--- src/rtl/sequencer_decoder_pkg.sv ---
// Shared constants for the multi-cycle sequencer: opcodes, ALU op codes, FSM states.
// Latency: n/a (declarations only).
// Backpressure: n/a.
package sequencer_decoder_pkg;

  // Instruction opcodes (OPC_W = 8 encoding); anything else executes as NOP
  localparam logic [7:0] OP_NOP = 8'h00;
  localparam logic [7:0] OP_LD  = 8'h01;
  localparam logic [7:0] OP_LDR = 8'h02;
  localparam logic [7:0] OP_ADD = 8'h03;
  localparam logic [7:0] OP_SUB = 8'h04;
  localparam logic [7:0] OP_INC = 8'h05;
  localparam logic [7:0] OP_DEC = 8'h06;
  localparam logic [7:0] OP_CLR = 8'h07;
  localparam logic [7:0] OP_FIL = 8'h08;
  localparam logic [7:0] OP_JMP = 8'h09;
  localparam logic [7:0] OP_JZ  = 8'h0A;
  localparam logic [7:0] OP_JNZ = 8'h0B;
  localparam logic [7:0] OP_HLT = 8'h0C;

  // ALU operation codes; 0 is the idle value driven outside EXEC
  localparam logic [4:0] ALU_NONE = 5'd0;
  localparam logic [4:0] ALU_ADD  = 5'd1;
  localparam logic [4:0] ALU_SUB  = 5'd2;
  localparam logic [4:0] ALU_INC  = 5'd3;
  localparam logic [4:0] ALU_DEC  = 5'd4;

  // Controller states
  typedef enum logic [2:0] {
    FETCH  = 3'd0,
    DECODE = 3'd1,
    EXEC   = 3'd2,
    WB     = 3'd3,
    HALT   = 3'd4
  } state_t;

endpackage

--- src/rtl/sequencer_decoder_program_counter.sv ---
// Program counter: load has priority over increment, increment wraps at 2^PC_W.
// Latency: new value visible the cycle after inc/load.
// Backpressure: none; holds when neither inc nor load is asserted.
module sequencer_decoder_program_counter #(
  parameter int PC_W = 8
) (
  input  logic            clk,
  input  logic            rst,
  input  logic            i_inc,
  input  logic            i_load,
  input  logic [PC_W-1:0] i_load_value,
  output logic [PC_W-1:0] o_pc
);

  logic [PC_W-1:0] r_pc;

  // PC register: jump target wins, otherwise step by one with natural wrap
  always_ff @(posedge clk or posedge rst) begin
    if (rst) begin
      r_pc <= '0;
    end else if (i_load) begin
      r_pc <= i_load_value;
    end else if (i_inc) begin
      r_pc <= r_pc + PC_W'(1);
    end
  end

  assign o_pc = r_pc;

endmodule

--- src/rtl/sequencer_decoder.sv ---
// Fetch/decode/execute/writeback controller driving ROM, GPR file and external ALU.
// Latency: 4 cycles per instruction (FETCH, DECODE, EXEC, WB); HLT parks in HALT.
// Backpressure: run low holds the FSM in FETCH; an instruction already started completes.
module sequencer_decoder
  import sequencer_decoder_pkg::*;
#(
  parameter int DATA_W     = 8,
  parameter int REG_ADDR_W = 3,
  parameter int PC_W       = 8,
  parameter int OPC_W      = 8,
  parameter int ALU_OP_W   = 5
) (
  input  logic                      clk,
  input  logic                      rst,
  input  logic                      run,
  output logic [PC_W-1:0]           rom_addr,
  input  logic [OPC_W+2*DATA_W-1:0] rom_data,
  output logic                      gpr_w_enable,
  output logic [REG_ADDR_W-1:0]     gpr_w_addr,
  output logic [DATA_W-1:0]         gpr_w_data,
  output logic [REG_ADDR_W-1:0]     gpr_r_addr_a,
  output logic [REG_ADDR_W-1:0]     gpr_r_addr_b,
  input  logic [DATA_W-1:0]         gpr_r_data_a,
  input  logic [DATA_W-1:0]         gpr_r_data_b,
  output logic [ALU_OP_W-1:0]       alu_operation,
  output logic [DATA_W-1:0]         alu_A,
  output logic [DATA_W-1:0]         alu_B,
  input  logic [DATA_W-1:0]         alu_C,
  output logic                      zero_flag,
  output logic                      halted,
  output logic [PC_W-1:0]           pc
);

  localparam int INSTR_W = OPC_W + 2 * DATA_W;

  state_t                r_state;
  state_t                w_state_nxt;
  logic [INSTR_W-1:0]    r_ir;
  logic                  r_z;
  logic                  r_wen;
  logic [REG_ADDR_W-1:0] r_waddr;
  logic [DATA_W-1:0]     r_wdata;

  logic [OPC_W-1:0]      w_opc;
  logic [DATA_W-1:0]     w_arg_a;
  logic [DATA_W-1:0]     w_arg_b;
  logic                  w_is_write;
  logic                  w_use_a;
  logic                  w_use_b;
  logic                  w_use_alu;
  logic [ALU_OP_W-1:0]   w_alu_op;
  logic [DATA_W-1:0]     w_wdata;
  logic                  w_is_hlt;
  logic                  w_jump_taken;
  logic                  w_in_exec;
  logic                  w_in_wb;
  logic [PC_W-1:0]       w_pc;

  assign w_opc     = r_ir[2*DATA_W +: OPC_W];
  assign w_arg_a   = r_ir[DATA_W +: DATA_W];
  assign w_arg_b   = r_ir[0 +: DATA_W];
  assign w_in_exec = (r_state == EXEC);
  assign w_in_wb   = (r_state == WB);

  // Opcode decode: which operands are read, ALU op, and the value to be written back
  always_comb begin
    w_is_write = 1'b0;
    w_use_a    = 1'b0;
    w_use_b    = 1'b0;
    w_use_alu  = 1'b0;
    w_alu_op   = ALU_NONE;
    w_wdata    = '0;
    case (w_opc)
      OP_LD:  begin w_is_write = 1'b1; w_use_b = 1'b1; w_wdata = gpr_r_data_b; end
      OP_LDR: begin w_is_write = 1'b1; w_wdata = w_arg_b; end
      OP_ADD: begin w_is_write = 1'b1; w_use_a = 1'b1; w_use_b = 1'b1; w_use_alu = 1'b1;
                    w_alu_op = ALU_ADD; w_wdata = alu_C; end
      OP_SUB: begin w_is_write = 1'b1; w_use_a = 1'b1; w_use_b = 1'b1; w_use_alu = 1'b1;
                    w_alu_op = ALU_SUB; w_wdata = alu_C; end
      OP_INC: begin w_is_write = 1'b1; w_use_a = 1'b1; w_use_alu = 1'b1;
                    w_alu_op = ALU_INC; w_wdata = alu_C; end
      OP_DEC: begin w_is_write = 1'b1; w_use_a = 1'b1; w_use_alu = 1'b1;
                    w_alu_op = ALU_DEC; w_wdata = alu_C; end
      OP_CLR: begin w_is_write = 1'b1; w_wdata = '0; end
      OP_FIL: begin w_is_write = 1'b1; w_wdata = '1; end
      default: ;
    endcase
  end

  // Branch resolution uses the Z flag as it stands before this instruction's WB
  assign w_jump_taken = (w_opc == OP_JMP) ||
                        ((w_opc == OP_JZ)  &&  r_z) ||
                        ((w_opc == OP_JNZ) && !r_z);
  assign w_is_hlt     = (w_opc == OP_HLT);

  // Next-state logic
  always_comb begin
    w_state_nxt = r_state;
    case (r_state)
      FETCH:   if (run) w_state_nxt = DECODE;
      DECODE:  w_state_nxt = EXEC;
      EXEC:    w_state_nxt = WB;
      WB:      w_state_nxt = w_is_hlt ? HALT : FETCH;
      HALT:    w_state_nxt = HALT;
      default: w_state_nxt = FETCH;
    endcase
  end

  // State register
  always_ff @(posedge clk or posedge rst) begin
    if (rst) r_state <= FETCH;
    else     r_state <= w_state_nxt;
  end

  // Instruction register: synchronous ROM output is valid during DECODE
  always_ff @(posedge clk or posedge rst) begin
    if (rst)                   r_ir <= '0;
    else if (r_state == DECODE) r_ir <= rom_data;
  end

  // Result register captured at the end of EXEC, consumed in WB
  always_ff @(posedge clk or posedge rst) begin
    if (rst) begin
      r_wen   <= 1'b0;
      r_waddr <= '0;
      r_wdata <= '0;
    end else if (w_in_exec) begin
      r_wen   <= w_is_write;
      r_waddr <= w_arg_a[REG_ADDR_W-1:0];
      r_wdata <= w_wdata;
    end
  end

  // Z flag tracks the last value written to a GPR
  always_ff @(posedge clk or posedge rst) begin
    if (rst)                   r_z <= 1'b0;
    else if (w_in_wb && r_wen) r_z <= (r_wdata == '0);
  end

  sequencer_decoder_program_counter #(
    .PC_W (PC_W)
  ) u_pc (
    .clk          (clk),
    .rst          (rst),
    .i_inc        (w_in_wb && !w_is_hlt && !w_jump_taken),
    .i_load       (w_in_wb && w_jump_taken),
    .i_load_value (w_arg_a[PC_W-1:0]),
    .o_pc         (w_pc)
  );

  assign pc            = w_pc;
  assign rom_addr      = w_pc;
  assign zero_flag     = r_z;
  assign halted        = (r_state == HALT);
  assign gpr_w_enable  = w_in_wb && r_wen;
  assign gpr_w_addr    = w_in_wb ? r_waddr : '0;
  assign gpr_w_data    = w_in_wb ? r_wdata : '0;
  assign gpr_r_addr_a  = (w_in_exec && w_use_a) ? w_arg_a[REG_ADDR_W-1:0] : '0;
  assign gpr_r_addr_b  = (w_in_exec && w_use_b) ? w_arg_b[REG_ADDR_W-1:0] : '0;
  assign alu_operation = (w_in_exec && w_use_alu) ? w_alu_op : '0;
  assign alu_A         = (w_in_exec && w_use_alu) ? gpr_r_data_a : '0;
  assign alu_B         = (w_in_exec && w_use_alu && w_use_b) ? gpr_r_data_b : '0;

endmodule

--- config.mk ---
export PLATFORM = sky130hd
export DESIGN_NAME = sequencer_decoder
export DESIGN_NICKNAME = d
export VERILOG_FILES = /design/src/rtl/sequencer_decoder_pkg.sv /design/src/rtl/sequencer_decoder_program_counter.sv /design/src/rtl/sequencer_decoder.sv
export SDC_FILE = /design/constraint.sdc
export NUM_CORES = 1
export LEC_CHECK = 0
export BUFFER_PORTS_ARGS = -buffer_cell sky130_fd_sc_hd__buf_2
export CAP_MARGIN = 20
export CORE_ASPECT_RATIO = 0.7
export CORE_MARGIN = 3
export CORE_UTILIZATION = 25
export CTS_CLUSTER_DIAMETER = 30
export CTS_CLUSTER_SIZE = 16
export DETAILED_ROUTE_END_ITERATION = 8
export PLACE_DENSITY = 0.57
export RECOVER_POWER = 50
export SYNTH_ARGS = -nofsm -noshare
export SYNTH_HDL_FRONTEND = slang
export SYNTH_SLANG_ARGS = --single-unit
export TNS_END_PERCENT = 30
--- constraint.sdc ---
create_clock -name clk -period 6.4 [get_ports clk]
set_clock_uncertainty 0.2 [all_clocks]
set_input_delay 0.32 -clock clk [delete_from_list [all_inputs] [get_ports clk]]
set_output_delay 0.32 -clock clk [all_outputs]
set_load 0.01 [all_outputs]
# Yosys cells after proc, flatten, opt, wreduce, memory -nomap -nowiden
# Cells that the tools add are included.
[word_totals]
register_bits = 48
input_bits = 51
elab_cells = 62
[classes]
n_addsub = 1
n_eq_ne = 17
n_mux = 17
n_reduce_logical = 20
[op_table]
columns = ["op", "count"]
rows = [
  ["== test 8 x 4 -> 1 bit (second input constant)", 5],
  ["2-to-1 mux 8 bit", 5],
  ["== test 8 x 3 -> 1 bit (second input constant)", 4],
  ["case mux 8 bit (4 select lines)", 1],
  ["== test 8 x 2 -> 1 bit (second input constant)", 2],
  ["2-to-1 mux 3 bit", 5],
  ["case mux 3 bit (5 select lines)", 1],
  ["case mux 3 bit (4 select lines)", 1],
  ["logical AND 1 bit", 9],
  ["adder 8 x 1 -> 8 bit (second input constant)", 1],
  ["== test 8 x 1 -> 1 bit (second input constant)", 1],
  ["zero test 8 bit", 1],
  ["OR reduction 8 bit", 1],
  ["== test 3 x 2 -> 1 bit (second input constant)", 2],
  ["2-to-1 mux 5 bit", 1],
  ["OR reduction 4 bit", 1],
  ["== test 3 x 1 -> 1 bit (second input constant)", 1],
  ["== test 3 bit (second input constant)", 1],
  ["zero test 1 bit", 3],
  ["zero test 3 bit", 1],
  ["2-to-1 mux 1 bit", 3],
  ["OR reduction 3 bit", 1],
  ["logical OR 1 bit", 2],
  ["!= test 2 bit (second input constant)", 1],
  ["nonzero test 2 bit", 1],
]

# Longest topological paths before layout
[logic_depth]
word_depth = 8
mapped_depth = 6
mapped_depth_nobuf = 5

# By module
# From an unflattened synthesis, not the netlist that was laid out.
[hier_totals]
cells_unflattened = 288
hier_area_um2 = 2773.9
[modules_own_cells]
columns = ["module", "n_inst", "cells_per_inst", "area_per_inst_um2", "seq_area_each_um2"]
rows = [
  ["sequencer_decoder", 1, 238, 2328.5, 1001.0],
  ["sequencer_decoder_program_counter", 1, 50, 445.4, 200.2],
]

# Worst setup path after synthesis
# Ideal clock, no wire load.
[synth_path]
path_kind = "flip-flop to output port"
startpoint = "register r_ir[23]"
endpoint = "output port alu_B[0]"
arrival_time_ns = 1.839
required_ns = 5.880
setup_slack_ns = 4.041
path_stages_with_launch = 6
n_path_buf = 1
cell_sequence = "dfrtp_1 > or4_4 > buf_6 > or3_2 > a21oi_2 > and2_1"
[synth_via]
elab_chain_cells = 6
word_cells_on_any_way = 12
classes_between = "eq/ne: 5; mux: 3; reduce/logical: 4"
[synth_lines]
columns = ["item", "line", "text"]
rows = [
  ["start: declaration", "sequencer_decoder.sv:38", "logic [INSTR_W-1:0] r_ir;"],
  ["start signal: assignment", "sequencer_decoder.sv:118", "else if (r_state == DECODE) r_ir <= rom_data;"],
  ["== test 8 x 3 -> 1 bit or == test 8 x 2 -> 1 bit (tied branches)", "sequencer_decoder.sv:73", "case (w_opc)"],
  ["OR reduction 4 bit (no source line)", "n/a", ""],
  ["2-to-1 mux 1 bit", "sequencer_decoder.sv:73", ""],
  ["logical AND 1 bit", "sequencer_decoder.sv:162", "assign alu_B = (w_in_exec && w_use_alu && w_use_b) ? gpr_r_data_b : '0;"],
  ["logical AND 1 bit (*)", "sequencer_decoder.sv:162", ""],
  ["2-to-1 mux 8 bit (*)", "sequencer_decoder.sv:162", ""],
  ["end: declaration", "sequencer_decoder.sv:27", "output logic [DATA_W-1:0] alu_B,"],
]
# Every way passes the cells marked *; elsewhere a longest branch is shown, timed or not.

# Worst setup path in the final report
[layout_path]
startpoint = "register r_state[2]"
endpoint = "output port gpr_r_addr_a[1]"
[layout_via]
elab_chain_cells = 3
[layout_lines]
columns = ["item", "line", "text"]
rows = [
  ["start: declaration", "sequencer_decoder.sv:36", "state_t r_state;"],
  ["start signal: assignment", "sequencer_decoder.sv:112", "else r_state <= w_state_nxt;"],
  ["== test 3 x 2 -> 1 bit", "sequencer_decoder.sv:62", "assign w_in_exec = (r_state == EXEC);"],
  ["logical AND 1 bit", "sequencer_decoder.sv:158", "assign gpr_r_addr_a = (w_in_exec && w_use_a) ? w_arg_a[REG_ADDR_W-1:0] : '0;"],
  ["2-to-1 mux 3 bit", "sequencer_decoder.sv:158", ""],
  ["end: declaration", "sequencer_decoder.sv:21", "output logic [REG_ADDR_W-1:0] gpr_r_addr_a,"],
]
# No other way between the ends.

==> reports/metrics.yaml <==
pwr:
  p_clk_frac: 0.193
  ir_worst_vdd_uv: 120
  power_leakage_uw: 0.00164
  combPwrFrac: 0.396
  power.internal_uw: 855
  swShare: 0.387
  p_seq_frac: 0.411
  power_density_nw_per_um2: 397
  switching_power_uw: 540
clock_network:
  cts-htree-levels: 2
  cts_buffer_depth: 2
  insertion_delay_ns: 0.29
  root_buffer: "clkbuf_16"
  cts_buffers: 5
  tritoncts: "built"
  clk_pin_slew_ns: 0.07
  clock_sinks: 48
floorplanning:
  row_count: 31
  die_w_um: 133
  die_h_um: 94.8
  start_util: 0.264
  ios: 108
  core_um2: 10700
  dieArea_um2: 12600
global_routing:
  grt_pass1_vias: 2260
  globalRoute.totalOverflow: 0
  grt_first_pass_wirelength_um: 12000
  track_usage: 0.120
  antenna_found_initial: 0
  grt_max_degree: 49
min_path:
  hp-class: "input pin to register"
routing:
  via_per_inst: 4.55
  postRouteAntennaNets: 0
  dr.pass1.iters: 4
  drcViolationCount: 0
  wl_per_cell_um: 15.0
  wl_um: 7630
  vias: 2322
  drt-initial-drc-count: 89
cells_and_area:
  postLayoutCellArea_um2: 3510
  final_cell_mix: "88 x buf_2, 48 x dfrtp_1, 35 x and2_1"
  layout-drive-gt1-share: 0.384
  final_common_cell: "buf_2"
  nets: 413
  syn_to_final_growth_pct: 24.7
  fill_cells: 1130
  diodes: 0
  finish.utilization: 0.330
run_status:
  status: "finished with violations"
  violations: "capacitance limit, slew limit"
worst_setup_path:
  cpPeakStageDelay_ns: 0.92
  worstPathArrival_ns: 2.70
  worstSetupPathType: "register to output pin"
  slowest_stage: "a2111oi_4"
  crit_fanout: 19
  crit_required_ns: 5.88
  cp-start-kind: "register"
  crit_path_end_kind: "output pin"
  crit_chain: "or3b_1 -> a2111oi_4 -> and2_1 -> buf_2"
yosys:
  synth_ff_type: "dfrtp_1"
  synth.avg_cell_area_um2: 10.4
  yosys_warnings: 0
  seq_area_frac_synth: 0.426
  ys_types: 46
  ys_ff_latch: 48
  synthArstFlopShare: 1.00
  netlist_area_um2: 2820
  synth_edf_count: 0
  synthCells: 271
sta:
  final.period_utilization: 0.503
  setup_viol_count_final: 0
  slew_headroom: -0.512
  timing.hold.ws_ns: 0.0500
  timing.fmax_mhz: 310
  setup_ws_ns: 3.18
  worst_slew_pin_slew_ns: 2.27
  rsz0062_at_grt: "false"
  drv_slew: 68
  hold_violations: 0
  period_needed_ns: 3.22
  finalSetupTns_ns: 0
place:
  dpl_cell_area_um2: 3380
  hpwl_um: 5690
  port-buffer-count: 105
  place_congestion: 0.750
  dp_slack_ns: 3.43
run:
  max_cap_violations: 2
power groups by stage:
stage,sequential (uW),combinational (uW),clock [uW]
after floorplan,518,476,0
after global routing,598,611,295
after global placement,572,554,0
final,573,552,269
after detailed placement,580,561,0
after CTS,574,566,279
final cells by class:
type	instances	area [um^2]	area share
Clock buffer	7	143	0.0406
Clock inverter	1	7.51	0.00214
Inverter	11	41.3	0.0117
Multi-Input combinational cell	187	1420	0.403
Sequential cell	48	1200	0.342
Tap cell	148	185	0.0527
Timing Repair Buffer	108	522	0.148
timing repair:
item / 4_1_cts / 5_1_grt
hold endpoints to repair: 0 / 8
hold buffers: 0 / 1
resized for setup: 0 / 0
buffers inserted: 0 / 0
synthesized netlist by cell type, drive strengths merged (4+ instances only):
library cell   n  area [um^2]
a22oi         14          105
and2          36          225
and3           5         31.3
buf           16          129
clkbuf        10         41.3
dfrtp         48         1200
inv           11         41.3
mux2          26          293
mux2i          7         70.1
nand2         26         97.6
nand3          4         20.0
o211ai         8          100
o21a           8         60.1
o21ai         10         50.1
cell families (layout without fill, tap and decap cells):
| kind of cell | after synthesis | count (layout) | share of synthesized area |
|---|---|---|---|
| adders and majority gates | 1 | 1 | 0.00444 |
| muxes | 33 | 33 | 0.129 |
| buffers and inverters | 37 | 127 | 0.0750 |
| AOI/OAI and AO/OA | 49 | 49 | 0.152 |
| xor gates and xnor gates | 3 | 3 | 0.00933 |
| DFF | 48 | 48 | 0.426 |
| and+or+nand+nor | 99 | 99 | 0.202 |
| other | 1 | 2 | 0.00133 |
routing by layer:
layer  vias to the layer above  track usage  share of wire
met5                         -            0              0
met4                         0       0.0337          0.011
met3                         8       0.0256          0.050
met2                        68        0.177           0.43
met1                      1133        0.176           0.51
li1                       1113            -              -
critical path, delay by kind of cell (launching register included):
kind / cells / cell delay [ns]
AO/OA/AOI/OAI: 1 / 0.92
AND/OR/NAND/NOR: 2 / 0.91
flip-flops: 1 / 0.45
buffers and inverters: 1 / 0.13
path summary, 6_finish.rpt:
| path | from | to | slack, ns | cells past startpoint |
|---|---|---|---|---|
| max in group asynchronous | rst | r_ir[11]$_DFFE_PP0P_ | 3.22 | 4 |
| max | r_state[2]$_DFFE_PP0P_ | gpr_r_addr_a[1] | 3.18 | 4 |
| min in group asynchronous | rst | r_ir[23]$_DFFE_PP0P_ | 0.33 | 3 |
| min | alu_C[3] | r_wdata[3]$_DFFE_PP0N_ | 0.05 | 3 |
| max reg2reg | r_state[2]$_DFFE_PP0P_ | r_wdata[6]$_DFFE_PP0N_ | 3.75 | 4 |
| min reg2reg | r_wen$_DFFE_PP0N_ | r_wen$_DFFE_PP0N_ | 0.28 | 2 |
sequential cells by signal, indices dropped and copies added, names as in the netlist:
| name | cells |
|---|---|
| u_pc.o_pc | 8 |
| r_ir | 24 |
| r_wdata | 8 |
| r_wen | 1 |
| r_state | 3 |
| zero_flag | 1 |
| r_waddr | 3 |
through the flow:
stage / total power [uW] / std cells
4_1_cts: 1420 / 508
2_1_floorplan: 994 / 272
5_1_grt: 1500 / 510
3_5_place_dp: 1140 / 500
6_report: 1390 / 510
3_3_place_gp: 1130 / 500
Note: power is estimated with default switching activity, not from simulation.
